===== src/rtl/mopshub_test_sequencer.sv =====
// Test-phase sequencer: oscillator trim, sign-on wait, then a sweep over the
// enabled CAN buses running RX, TX, RX-then-TX or advanced phases.
module mopshub_test_sequencer #(
  parameter int N_BUS   = 16,
  parameter int BUS_W   = 5,
  parameter int TO_W    = 16,
  parameter int GAP_CYC = 120
) (
  input  logic             clk,
  input  logic             rst,
  input  logic             start,
  input  logic             abort,
  input  logic [BUS_W-1:0] n_buses,
  input  logic [N_BUS-1:0] bus_mask,
  input  logic [1:0]       mode,
  input  logic             loop,
  input  logic [TO_W-1:0]  timeout,
  input  logic             end_power_init,
  input  logic             sign_on_sig,
  input  logic             test_rx_end,
  input  logic             test_tx_end,
  input  logic             test_advanced_end,
  output logic             osc_auto_trim,
  output logic             test_rx,
  output logic             test_tx,
  output logic             test_advanced,
  output logic             endwait_all,
  output logic [BUS_W-1:0] bus_sel,
  output logic             busy,
  output logic             done,
  output logic             err_timeout,
  output logic [BUS_W-1:0] err_bus,
  output logic [15:0]      pass_cnt,
  output logic [3:0]       state_dbg
);

  // Handshake: each request level stays high until its end strobe is sampled
  // on a rising clk edge (or the phase times out); the strobe needs no ready.
  typedef enum logic [3:0] {
    S_IDLE, S_TRIM, S_WAIT_SIGN, S_FIND, S_RX, S_ENDWAIT,
    S_GAP, S_TX, S_ADV, S_NEXT, S_DONE
  } state_t;

  localparam int MW = 1 << BUS_W;
  localparam int GW = (GAP_CYC > 1) ? $clog2(GAP_CYC) : 1;
  localparam logic [BUS_W-1:0] LAST     = BUS_W'(N_BUS - 1);
  localparam logic [GW-1:0]    GAP_LAST = GW'(GAP_CYC - 1);

  state_t            state, state_nx;
  logic [TO_W-1:0]   to_cnt;
  logic [GW-1:0]     gap_cnt;
  logic              any_found;
  logic [MW-1:0]     mask_ext;
  logic              in_phase, phase_end, expire;
  logic              eligible, at_last, start_run, restart;

  assign mask_ext  = MW'(bus_mask);
  assign state_dbg = state;

  always_comb begin
    in_phase  = (state == S_TRIM) || (state == S_RX) ||
                (state == S_TX) || (state == S_ADV);
    phase_end = ((state == S_TRIM) && end_power_init) ||
                ((state == S_RX)   && test_rx_end) ||
                ((state == S_TX)   && test_tx_end) ||
                ((state == S_ADV)  && test_advanced_end);
    // An end strobe in the expiry cycle wins, so no error is logged.
    expire    = in_phase && !phase_end && (timeout != '0) &&
                (to_cnt == timeout - TO_W'(1));
    eligible  = mask_ext[bus_sel] && (bus_sel < n_buses);
    at_last   = (bus_sel == LAST);
    start_run = ((state == S_IDLE) || (state == S_DONE)) && start;
    // A sweep that tested nothing must not loop forever.
    restart   = (state == S_NEXT) && at_last && loop && any_found;
  end

  always_comb begin
    state_nx = state;
    case (state)
      S_IDLE, S_DONE: if (start) state_nx = S_TRIM;
      S_TRIM: begin
        if (phase_end)   state_nx = S_WAIT_SIGN;
        else if (expire) state_nx = S_DONE;
      end
      S_WAIT_SIGN: if (sign_on_sig) state_nx = S_FIND;
      S_FIND: begin
        if (eligible) begin
          case (mode)
            2'b01:   state_nx = S_TX;
            2'b11:   state_nx = S_ADV;
            default: state_nx = S_RX;
          endcase
        end else if (at_last) begin
          state_nx = S_NEXT;
        end
      end
      S_RX: begin
        if (phase_end)   state_nx = S_ENDWAIT;
        else if (expire) state_nx = S_NEXT;
      end
      S_ENDWAIT: state_nx = (mode == 2'b10) ? S_GAP : S_NEXT;
      S_GAP:     if (gap_cnt == GAP_LAST) state_nx = S_TX;
      S_TX, S_ADV: if (phase_end || expire) state_nx = S_NEXT;
      S_NEXT: begin
        if (!at_last || restart) state_nx = S_FIND;
        else                     state_nx = S_DONE;
      end
      default: state_nx = S_IDLE;
    endcase
    if (abort) state_nx = S_IDLE;
  end

  always_ff @(posedge clk or negedge rst) begin
    if (!rst) begin
      state         <= S_IDLE;
      to_cnt        <= '0;
      gap_cnt       <= '0;
      any_found     <= 1'b0;
      bus_sel       <= '0;
      err_timeout   <= 1'b0;
      err_bus       <= '0;
      pass_cnt      <= '0;
      osc_auto_trim <= 1'b0;
      test_rx       <= 1'b0;
      test_tx       <= 1'b0;
      test_advanced <= 1'b0;
      endwait_all   <= 1'b0;
      busy          <= 1'b0;
      done          <= 1'b0;
    end else begin
      state         <= state_nx;
      osc_auto_trim <= (state_nx == S_TRIM);
      test_rx       <= (state_nx == S_RX);
      test_tx       <= (state_nx == S_TX);
      test_advanced <= (state_nx == S_ADV);
      endwait_all   <= (state_nx == S_ENDWAIT);
      busy          <= (state_nx != S_IDLE) && (state_nx != S_DONE);
      done          <= (state_nx == S_DONE);
      if (!abort) begin
        to_cnt  <= (state_nx != state) ? '0 : to_cnt + 1'b1;
        gap_cnt <= (state_nx != state) ? '0 : gap_cnt + 1'b1;
        if (start_run) begin
          bus_sel     <= '0;
          any_found   <= 1'b0;
          err_timeout <= 1'b0;
          err_bus     <= '0;
          pass_cnt    <= '0;
        end
        if (expire) begin
          err_timeout <= 1'b1;
          if (!err_timeout) err_bus <= bus_sel;
        end
        if (state == S_FIND) begin
          if (eligible)      any_found <= 1'b1;
          else if (!at_last) bus_sel   <= bus_sel + 1'b1;
        end
        if (state == S_NEXT) begin
          if (!at_last) begin
            bus_sel <= bus_sel + 1'b1;
          end else begin
            if (pass_cnt != 16'hFFFF) pass_cnt <= pass_cnt + 16'd1;
            if (restart) begin
              bus_sel   <= '0;
              any_found <= 1'b0;
            end
          end
        end
      end
    end
  end

endmodule


===== config.mk =====
export PLATFORM = sky130hd
export DESIGN_NAME = mopshub_test_sequencer
export DESIGN_NICKNAME = d
export VERILOG_FILES = /design/src/rtl/mopshub_test_sequencer.sv
export SDC_FILE = /design/constraint.sdc
export NUM_CORES = 1
export LEC_CHECK = 0
export ABC_AREA = 1
export BUFFER_PORTS_ARGS = -buffer_cell sky130_fd_sc_hd__buf_2
export CORE_MARGIN = 3
export CORE_UTILIZATION = 40
export CTS_BUF_LIST = sky130_fd_sc_hd__clkbuf_4 sky130_fd_sc_hd__clkbuf_8
export DETAILED_ROUTE_END_ITERATION = 6
export PLACE_DENSITY = 0.62
export SYNTH_ARGS = -nofsm -noshare
export SYNTH_HDL_FRONTEND = slang
export SYNTH_SLANG_ARGS = --single-unit

===== constraint.sdc =====
create_clock -name clk -period 2.56 [get_ports clk]
set_input_delay 0.384 -clock clk [delete_from_list [all_inputs] [get_ports clk]]
set_output_delay 0.384 -clock clk [all_outputs]
set_load 0.01 [all_outputs]

== Word-level counts from Yosys, hierarchy flattened ==
Index checks and enable logic that the tools add are counted.
Cells by class
  $add $sub $neg: 5
  order comparisons: 2
  equality and inequality tests: 25
  multiplexer cells: 41
  bitwise gates (word level): 1
  reduce and logical (&&, ||, !) cells: 31
Operators by type and width (number)
  $mux 16: 5
  $mux 4: 13
  $mux 5: 10
  $pmux 4 s9: 1
  $add 16x1->16 const B: 2
  $eq 4x3->1 const B: 7
  $eq 4x4->1 const B: 5
  $eq 16x16->1: 1
  $ne 16x16->1 const B: 1
  $reduce_bool 16->1: 1
  $sub 16x1->16 const B: 1
  $logic_and 1x1->1: 13
  $logic_or 1x1->1: 9
  $mux 1: 9
  $eq 4x1->1 const B: 2
  $eq 4x2->1 const B: 2
  $pmux 4 s2: 1
  $add 7x1->7 const B: 1
  $eq 7x7->1 const B: 1
  $mux 7: 1
  $lt 5x6->1 const B: 1
  $add 5x1->5 const B: 1
  $bmux 1 s5: 1
  $eq 5x4->1 const B: 1
  other kinds (12): 15
Storage, ports and cells
  register bits: 62
  input port bits: 49
  output and inout port bits: 38
  word-level logic and storage cells: 120

== Depth between registers and ports, before layout ==
Gate-level depths: netlist of the first run.
  depth in word-level cells: 15
  gate-level depth with buffers: 24
  gate-level depth less buffers: 23

== Worst setup path after synthesis of the first run ==
No wires, ideal clock.
  path kind: reg-to-reg
  start: register bus_sel[1]
  end: register gap_cnt[2]
  library setup time: 141 ps
  arrival time: 2260 ps
  data required time: 2419 ps
  path slack: 158 ps
  stages on the path, launching flop included: 20
  path buffers: 1
  clock period less this slack: 2402 ps
  cells stage by stage: dfrtp_1 -> ha_1 -> nand3_1 -> nor2_2 -> nand2_2 -> inv_2 -> nand2_2 -> nor2_2 -> nor2_1 -> nor3b_2 -> nand2_1 -> clkinv_1 -> nand2_1 -> nand2_1 -> nand2_1 -> nand2_1 -> nor2_1 -> nand3_2 -> buf_6 -> a21oi_2
Between the ends
  longest elaborated chain between the ends: 10
  elaborated cells between the ends (all ways): 17
  those cells by class: order compare: 1; eq/ne: 2; mux: 8; reduce/logical: 6
RTL lines
  from (decl): RTL line 28  | output logic [BUS_W-1:0] bus_sel,
  from (signal assigned): RTL line 155  | else if (!at_last) bus_sel <= bus_sel + 1'b1;
  from (signal assigned): RTL line 159  | bus_sel <= bus_sel + 1'b1;
  branches (longest 6 deep; another with $bmux 1 s5)
  $pmux 4 s9 *: RTL line 79  | case (state)
  $mux 4 *: RTL line 110  | if (abort) state_nx = S_IDLE;
  $ne 4x4->1 *: RTL line 141  | gap_cnt <= (state_nx != state) ? '0 : gap_cnt + 1'b1;
  $mux 7 *: RTL line 141
  to (signal assigned): RTL line 141
  to (decl): RTL line 51  | logic [GW-1:0] gap_cnt;
Every way passes the cells marked *. The select of a mux whose other input is x is not followed.
A chain may end at the register's enable or synchronous reset.

== Worst setup path after layout of the first run ==
  start: register state[2] (netlist: state_dbg[2])
  end: register to_cnt[8]
Between the ends
  longest elaborated chain between the ends: 15
  elaborated cells between the ends (all ways): 47
  those cells by class: eq/ne: 11; mux: 14; reduce/logical: 22
RTL lines
  from (decl): RTL line 49  | state_t state, state_nx;
  from (signal assigned): RTL line 131  | state <= state_nx;
  $eq 4x1->1 / $eq 4x3->1 (equally long branches)
  $logic_and 1x1->1, on equally long branches: RTL line 63, 64
  $logic_or 1x1->1: RTL line 63  | phase_end = ((state == S_TRIM) && end_power_init) ||
  $logic_or 1x1->1: RTL line 64  | ((state == S_RX) && test_rx_end) ||
  $logic_or 1x1->1: RTL line 65  | ((state == S_TX) && test_tx_end) ||
  $logic_not 1->1: RTL line 68  | expire = in_phase && !phase_end && (timeout != '0) &&
  $logic_and 1x1->1 (3 in series): RTL line 68
  $mux 4, or another cell as far along: RTL line 99  | else if (expire) state_nx = S_NEXT;
  $mux 4, on equally long branches: RTL line 98, 103, 82
  $pmux 4 s9: RTL line 79
  $mux 4: RTL line 110
  $ne 4x4->1 *: RTL line 140  | to_cnt <= (state_nx != state) ? '0 : to_cnt + 1'b1;
  $mux 16 *: RTL line 140
  to (signal assigned): RTL line 140
  to (decl): RTL line 50  | logic [TO_W-1:0] to_cnt;
Every way passes the cells marked *; elsewhere a longest branch is shown, timed or not.

==> results.md, run 1 <==
- Status: finished, final reports clean
- Post-synthesis cell count: 682
- Mapped Area: 4640 µm²
- Static Leak: 3.17 nW
- Initial antenna violation count: 0
- Root Driver: clkbuf_8
- Cell count after placement: 950
- H-tree depth: 3
- Reg clk slew, reported paths: 0.09 ns
- Starting Density: 0.419
- HPWL Detailed: ~9800 µm
- Largest net degree at the start of global routing: 63
- Die X: 114 µm
- Most frequent cells in the layout: 165 x nand2_1, 86 x buf_2, 85 x inv_1
- Fmax: approximately 0.40 GHz
- Cell Count, Final, Fillers Out: 981
- Worst-skew pair later-pin latency: approximately 0.36 ns
- Simple-Gate Fraction of Synth Area: 0.345
- Sequential fraction of the synthesis area: 0.334
- Overall Global Routing Usage: 0.202
- DIE AREA: between 10000 and 15000 µm²
- Main combinational cell family by area after synthesis: simple AND/OR/NAND/NOR gates
- FP Rows: 38
- Final Net Count: about 900
- Vias post-DR: between 5000 and 6000
- Seq cells post-synth: slightly above 60
- Die Height: 114 µm
- CTS Hold Bufs: 0
- Post-DR vias/cell: 5.13
- Crit path arrival time: 2.80 ns
- PwrDens: 571 nW/µm²
- Hold crit path type: input port to async pin
- Synth unique cells: 42
- Detailed Routing Iterations Pass 1: 5
- CP Launch Type: flop
- Final-report max-slew violation count: 0
- Crit end category: flop
- TritonCTS clock tree: yes
- Antenna-violating nets left: 0
- Total congestion overflow: 0
- DR WL/cell: between 10 and 15 µm
- Drt total wl: 13400 µm
- Warnings from Yosys: 0
- Final setup viols: 0
- Final Cycle Share: 0.982
- Slew headroom: 0.461
- Area grow syn2layout: 35.1%
- First-pass GRT wire length: approximately 22000 µm
- Max Cap Viol: 0
- Worst slew pin tran: between 0.8 and 0.9 ns
- Vias in the first global route: ~4600
- Avg Inst Size Synth: just under 7 µm²
- Final Critical Period: ~2.5 ns
- Worst path required time: 2.84 ns
- Post-synthesis mux area share: 0
- Clk sinks: 62
- Fin. Hold Viols: 0
- Kind of critical path: flop to flop
- Longest Clk Path Bufs: 2
- Io pins: 87
- Post-Synth Adder-Cell Area: 0.0270
- DP Worst Slack: -0.301 ns
- Fin util: 0.566
- Layout cell share with drive strength beyond 1: 0.340
- Fin worst setup slack: roughly 0.046 ns
- Commonest non-fill, non-tap cell in the layout: nand2_1
- Synth Area in XOR/XNOR: 0.0604
- GPL Wtd Cong: about 0.92
- Compound-Gate Fraction of Synth Area: 0.138
- Fin Clk Skew: between 0.015 and 0.02 ns
- RSZ-0062 raised after global routing: yes
- Crit path max fanout: 8
- Peak supply drop: slightly above 0.3 mV
- Syn nets: between 700 and 800
- Diodes inserted: 0
- Port bufs: between 80 and 90
- CTS buffer count: 9
- 1st-iter DRT viols: 264
- Core Region: about 11000 µm²
- DRC Markers: 0
[registers in the layout (all words and copies together), names as in the netlist, 4 cells and up]
name	flops
to_cnt	16
bus_sel	5
err_bus	5
pass_cnt	16
state_dbg	4
gap_cnt	7
[layout make-up]
cell class,instances,area [µm²]
Clock buffer,9,124
Timing Repair Buffer,156,1000
Timing Repair inverter,1,5.00
Clock inverter,7,51.3
Sequential cell,62,1560
Fill cell,1025,4810
Multi-Input combinational cell,507,2970
Inverter,99,383
Tap cell,140,175
[power by group]
group	switching [mW]	leakage, nW	internal [mW]	total [mW]
clock	0.453	0.0735	0.350	0.803
sequential	0.124	0.841	1.07	1.20
combinational	0.911	2.26	0.665	1.58
[worst max-delay path, stage by stage, from the launching register on]
cell and delay [ns]:
dfrtp_2 0.49, inv_4 0.11, nor2_4 0.06, nand3_2 0.10, nand2_2 0.07, inv_2 0.06, nand2_4 0.06, nor2_4 0.13
nand3_2 0.11, nor2_4 0.14, nand2_4 0.10, nand3_2 0.08, nand2_1 0.05, nor2_1 0.11, nand2_1 0.10, nand2_2 0.09
nand2_2 0.06, nand2_2 0.09, nand3_4 0.12, buf_12 0.18, a21oi_2 0.12
[cell usage after synthesis (all sizes together)]
cell / n / area, µm²
nand2: 191 / 727
inv: 97 / 364
nor2: 78 / 337
dfrtp: 62 / 1550
nand3: 62 / 320
o21ai: 40 / 204
a21oi: 31 / 226
xor2: 23 / 201
nor3: 13 / 65.1
ha: 10 / 125
clkbuf: 9 / 33.8
xnor2: 9 / 78.8
nand3b: 7 / 52.6
nand4: 7 / 43.8
o211ai: 6 / 45.0
o22ai: 6 / 37.5
a31oi: 5 / 31.3
buf: 5 / 37.5
nor4: 3 / 18.8
a2bb2oi: 2 / 17.5
a32o: 2 / 20.0
clkinv: 2 / 7.51
nor3b: 2 / 20.0
o2111ai: 2 / 17.5
or2: 2 / 12.5
a22oi: 1 / 7.51
a31o: 1 / 8.76
and3: 1 / 6.26
o21bai: 1 / 7.51
o311ai: 1 / 8.76
o31ai: 1 / 7.51
[metrics by stage]
stage	power, mW	hold WS (ns)	TNS (ns)	cell area [µm²]
detailed placement	2.44	0.496	-6.33	5610
global placement	2.42	0.490	-5.60	5610
global route	3.79	0.246	-1.68	6270
CTS	3.28	0.232	0	5830
floorplan	1.99	0.0884	0	4640
finish	3.58	0.169	0	6270
[cells by family after synthesis]
kind of cell / Yosys count
XOR/XNOR: 32
AND/OR/NAND/NOR: 366
flip-flops: 62
AO/OA/AOI/OAI: 99
buffers and inverters: 113
adder cells (fa/ha/maj): 10
[timing repair]
action	in CTS	in global routing
gates resized for setup	12	83
buffers inserted	2	11
pin swaps	1	33
gates cloned	0	2
setup endpoints to repair	22	30
[path summary, 6_finish.rpt]
check                        startpoint           to  slack [ns]  cells after the start
max                        state_dbg[2]    to_cnt[8]        0.05                     20
min                                 rst  pass_cnt[2]        0.17                      2
max reg2reg                state_dbg[2]    to_cnt[8]        0.05                     20
min reg2reg                  err_bus[1]   err_bus[1]        0.52                      2
max in group asynchronous           rst   bus_sel[0]        1.77                      2
min in group clk                  abort   gap_cnt[1]        0.41                      3
[routing by layer]
layer	share of wire	global-route usage	wire [µm]
met5	0	0	0
met4	0.028	0.0721	370
met3	0.050	0.0361	669
met2	0.48	0.335	6500
met1	0.44	0.266	5910
Power figures use the tool's default switching activity.
==> run 2, diff against run 1 <==
CELL_PAD_IN_SITES_DETAIL_PLACEMENT = 1   (was unset)
CELL_PAD_IN_SITES_GLOBAL_PLACEMENT = 2   (was unset)
CORE_UTILIZATION = 32   (was 40)
PLACE_DENSITY = 0.84   (was 0.62)
==> run 2 against run 1 <==
  * The flow now finishes with violations (setup timing)
  * Sequential power about the same
  * Total power grew 10%
  * Global-route usage is 0.56 points lower
  * Clock skew fell by 0.0039 ns
  * Maximum frequency shrank 4.5%
  * Flip-flop and latch count is the same
  * Via count up 3.7%
  * Largest power group unchanged
  * Highest routed layer unchanged
==> results.md, run 2 (same netlist as run 1, synthesis figures left out) <==
- Status: complete, but fails checks (was finished, final reports clean)
- Failing checks: setup timing
- PwrDens: 606 nW/µm² (was 571 nW/µm²)
- Longest Clk Path Bufs: 2 (unchanged)
- Tot Pwr: 3.95 mW (was 3.58 mW)
- Final Net Count: 906 (was 895)
- Worst-skew pair later-pin latency: 0.36 ns (about the same)
- Vias in the first global route: 5389 (was 4624)
- Root Driver: clkbuf_8 (unchanged)
- Crit path max fanout: 6 (was 8)
- Initial antenna violation count: 0 (unchanged)
- Largest net degree at the start of global routing: 40 (was 63)
- Port bufs: 86 (unchanged)
- Fin. Hold Viols: 0 (unchanged)
- Crit end category: flop (unchanged)
- Fin util: 0.464 (was 0.566)
- Total congestion overflow: 0 (unchanged)
- GPL Wtd Cong: 0.875 (was 0.921)
- Hold crit path type: input port to async pin (unchanged)
- Slowest CP cell: dfrtp_2 (unchanged)
- Core Region: 14000 µm² (was 11100 µm²)
- CP Launch Type: flop (unchanged)
- Overall Global Routing Usage: 0.196 (was 0.202)
- Crit path arrival time: 2.93 ns (was 2.80 ns)
- Starting Density: 0.331 (was 0.419)
- HPWL Detailed: 12000 µm (was 9780 µm)
- CP most frequent cell: nand2_1 (was nand2_2)
- Fmax: 0.380 GHz (was 0.398 GHz)
- Biggest regs: pass_cnt (16), to_cnt (16), gap_cnt (7) (unchanged)
- Worst path required time: 2.85 ns (was 2.84 ns)
- Commonest non-fill, non-tap cell in the layout: nand2_1 (unchanged)
- Largest stage delay on the critical path: 0.51 ns (was 0.49 ns)
- Antenna-violating nets left: 0 (unchanged)
- Fin Clk Skew: 0.0111 ns (was 0.0151 ns)
- Detailed Routing Iterations Pass 1: 4 (was 5)
- Io pins: 87 (unchanged)
- Drt total wl: 17200 µm (was 13400 µm)
- DIE AREA: 16000 µm² (was 12900 µm²)
- Final-report max-slew violation count: 0 (unchanged)
- Reg clk slew, reported paths: 0.08 ns (was 0.09 ns)
- Post-DR vias/cell: 5.06 (was 5.13)
- Worst Path Buf+Inv: 2 (was 3)
- Kind of critical path: flop to flop (unchanged)
- Worst-path cell chain: inv_4 > nand2_2 > nor2_4 > nor2_4 > nand3_2 > nand2_1 > nor2_1 > nand2_1 > nor2_2 > nand2_2 > nand3_1 > nand4_1 > nand2_1 > nand2_1 > nand2_1 > nand3_4 > clkbuf_16 > o21ai_2 (was inv_4 > nor2_4 > nand3_2 > nand2_2 > inv_2 > nand2_4 > nor2_4 > nand3_2 > nor2_4 > nand2_4 > nand3_2 > nand2_1 > nor2_1 > nand2_1 > nand2_2 > nand2_2 > nand2_2 > nand3_4 > buf_12 > a21oi_2)
- Static Leak: 3.30 nW (was 3.17 nW)
- H-tree depth: 3 (unchanged)
- Slew headroom: 0.551 (was 0.461)
- DR WL/cell: 16.7 µm (was 13.7 µm)
- CTS Hold Bufs: 0 (unchanged)
- Die X: 126 µm (was 114 µm)
- DRC Markers: 0 (unchanged)
- Fin worst setup slack: -0.0732 ns (was 0.0462 ns)
- First-pass GRT wire length: 25900 µm (was 21500 µm)
- Area grow syn2layout: 40.3% (was 35.1%)
- Worst slew pin tran: 0.674 ns (was 0.809 ns)
- Die Height: 126 µm (was 114 µm)
- Clk sinks: 62 (unchanged)
- Critical path's top delay family: simple AND/OR/NAND/NOR gates (unchanged)
- RSZ-0062 raised after global routing: yes (unchanged)
- Final Cycle Share: 1.03 (was 0.982)
- 1st-iter DRT viols: 235 (was 264)
- Layout cell share with drive strength beyond 1: 0.355 (was 0.340)
- TritonCTS clock tree: yes (unchanged)
- Most frequent cells in the layout: 164 x nand2_1, 87 x inv_1, 86 x buf_2 (was 165 x nand2_1, 86 x buf_2, 85 x inv_1)
- Peak supply drop: 0.321 mV (was 0.309 mV)
- CTS buffer count: 9 (unchanged)
- Vias post-DR: 5218 (was 5033)
- Diodes inserted: 0 (unchanged)
- Final Critical Period: 2.63 ns (was 2.51 ns)
- Max Cap Viol: 0 (unchanged)
- Final setup viols: 23 (was 0)
- FP Rows: 43 (was 38)
==> run 2: changes by cell type in the layout (fill, tap and decap cells not counted), moves of 3 or more <==
cell        change
clkinvlp_4      -6
buf_4           +8
nand3_2         +4
a21oi_4         +3
clkinv_2        +3
a21oi_2         -3
nand3_1         -4
o21ai_2         +3
==> run 2: path summary, 6_finish.rpt <==
kind	depth (start not counted)	end	slack, ns	from
max	18	gap_cnt[1]	-0.07	state_dbg[3]
min	1	state_dbg[0]	0.05	rst
max reg2reg	18	gap_cnt[1]	-0.07	state_dbg[3]
min reg2reg	2	err_bus[4]	0.51	err_bus[4]
max in group asynchronous	2	bus_sel[0]	1.83	rst
min in group clk	2	err_timeout	0.30	abort
==> run 2: area by class of cell <==
cell class / instances / area (µm²)
Inverter: 99 / 384
Clock buffer: 10 / 138
Sequential cell: 62 / 1560
Fill cell: 1791 / 7530
Multi-Input combinational cell: 507 / 3030
Clock inverter: 5 / 50.0
Tap cell: 180 / 225
Timing Repair Buffer: 168 / 1130
==> run 2: repair_timing <==
item	in CTS	in global routing
cloned	0	3
pin swaps	5	44
setup buffers	9	20
endpoints found under the setup margin	23	28
resized for setup	21	88
==> run 2: per-layer routing <==
layer,track usage,part of all wire
met1,0.252,0.45
met2,0.338,0.50
met3,0.0307,0.030
met4,0.0662,0.022
met5,0,0
==> run 2: stage by stage <==
step	TNS (ns)	setup slack [ns]	area, µm²	instances	hold slack (ns)
floorplan	0	0.158	4640	682	0.0884
global placement	-6.71	-0.304	5630	984	0.444
detailed placement	-7.95	-0.365	5630	984	0.456
CTS	0	0.00550	5940	1008	0.0535
global route	-5.81	-0.282	6510	1031	0.0692
finish	-1.06	-0.0732	6510	1031	0.0531
==> run 2: power breakdown <==
part / leakage (nW) / internal, mW / switching (mW)
combinational: 2.36 / 0.785 / 1.08
sequential: 0.841 / 1.08 / 0.134
clock: 0.102 / 0.464 / 0.413
total: 3.30 / 2.32 / 1.62
==> run 2: worst register-to-register path: cells and delay by family (launching register included) <==
kind | cells | cell delay [ns]
simple gates | 15 | 1.61
flops | 1 | 0.51
buf+inv | 2 | 0.33
compound gates | 1 | 0.13
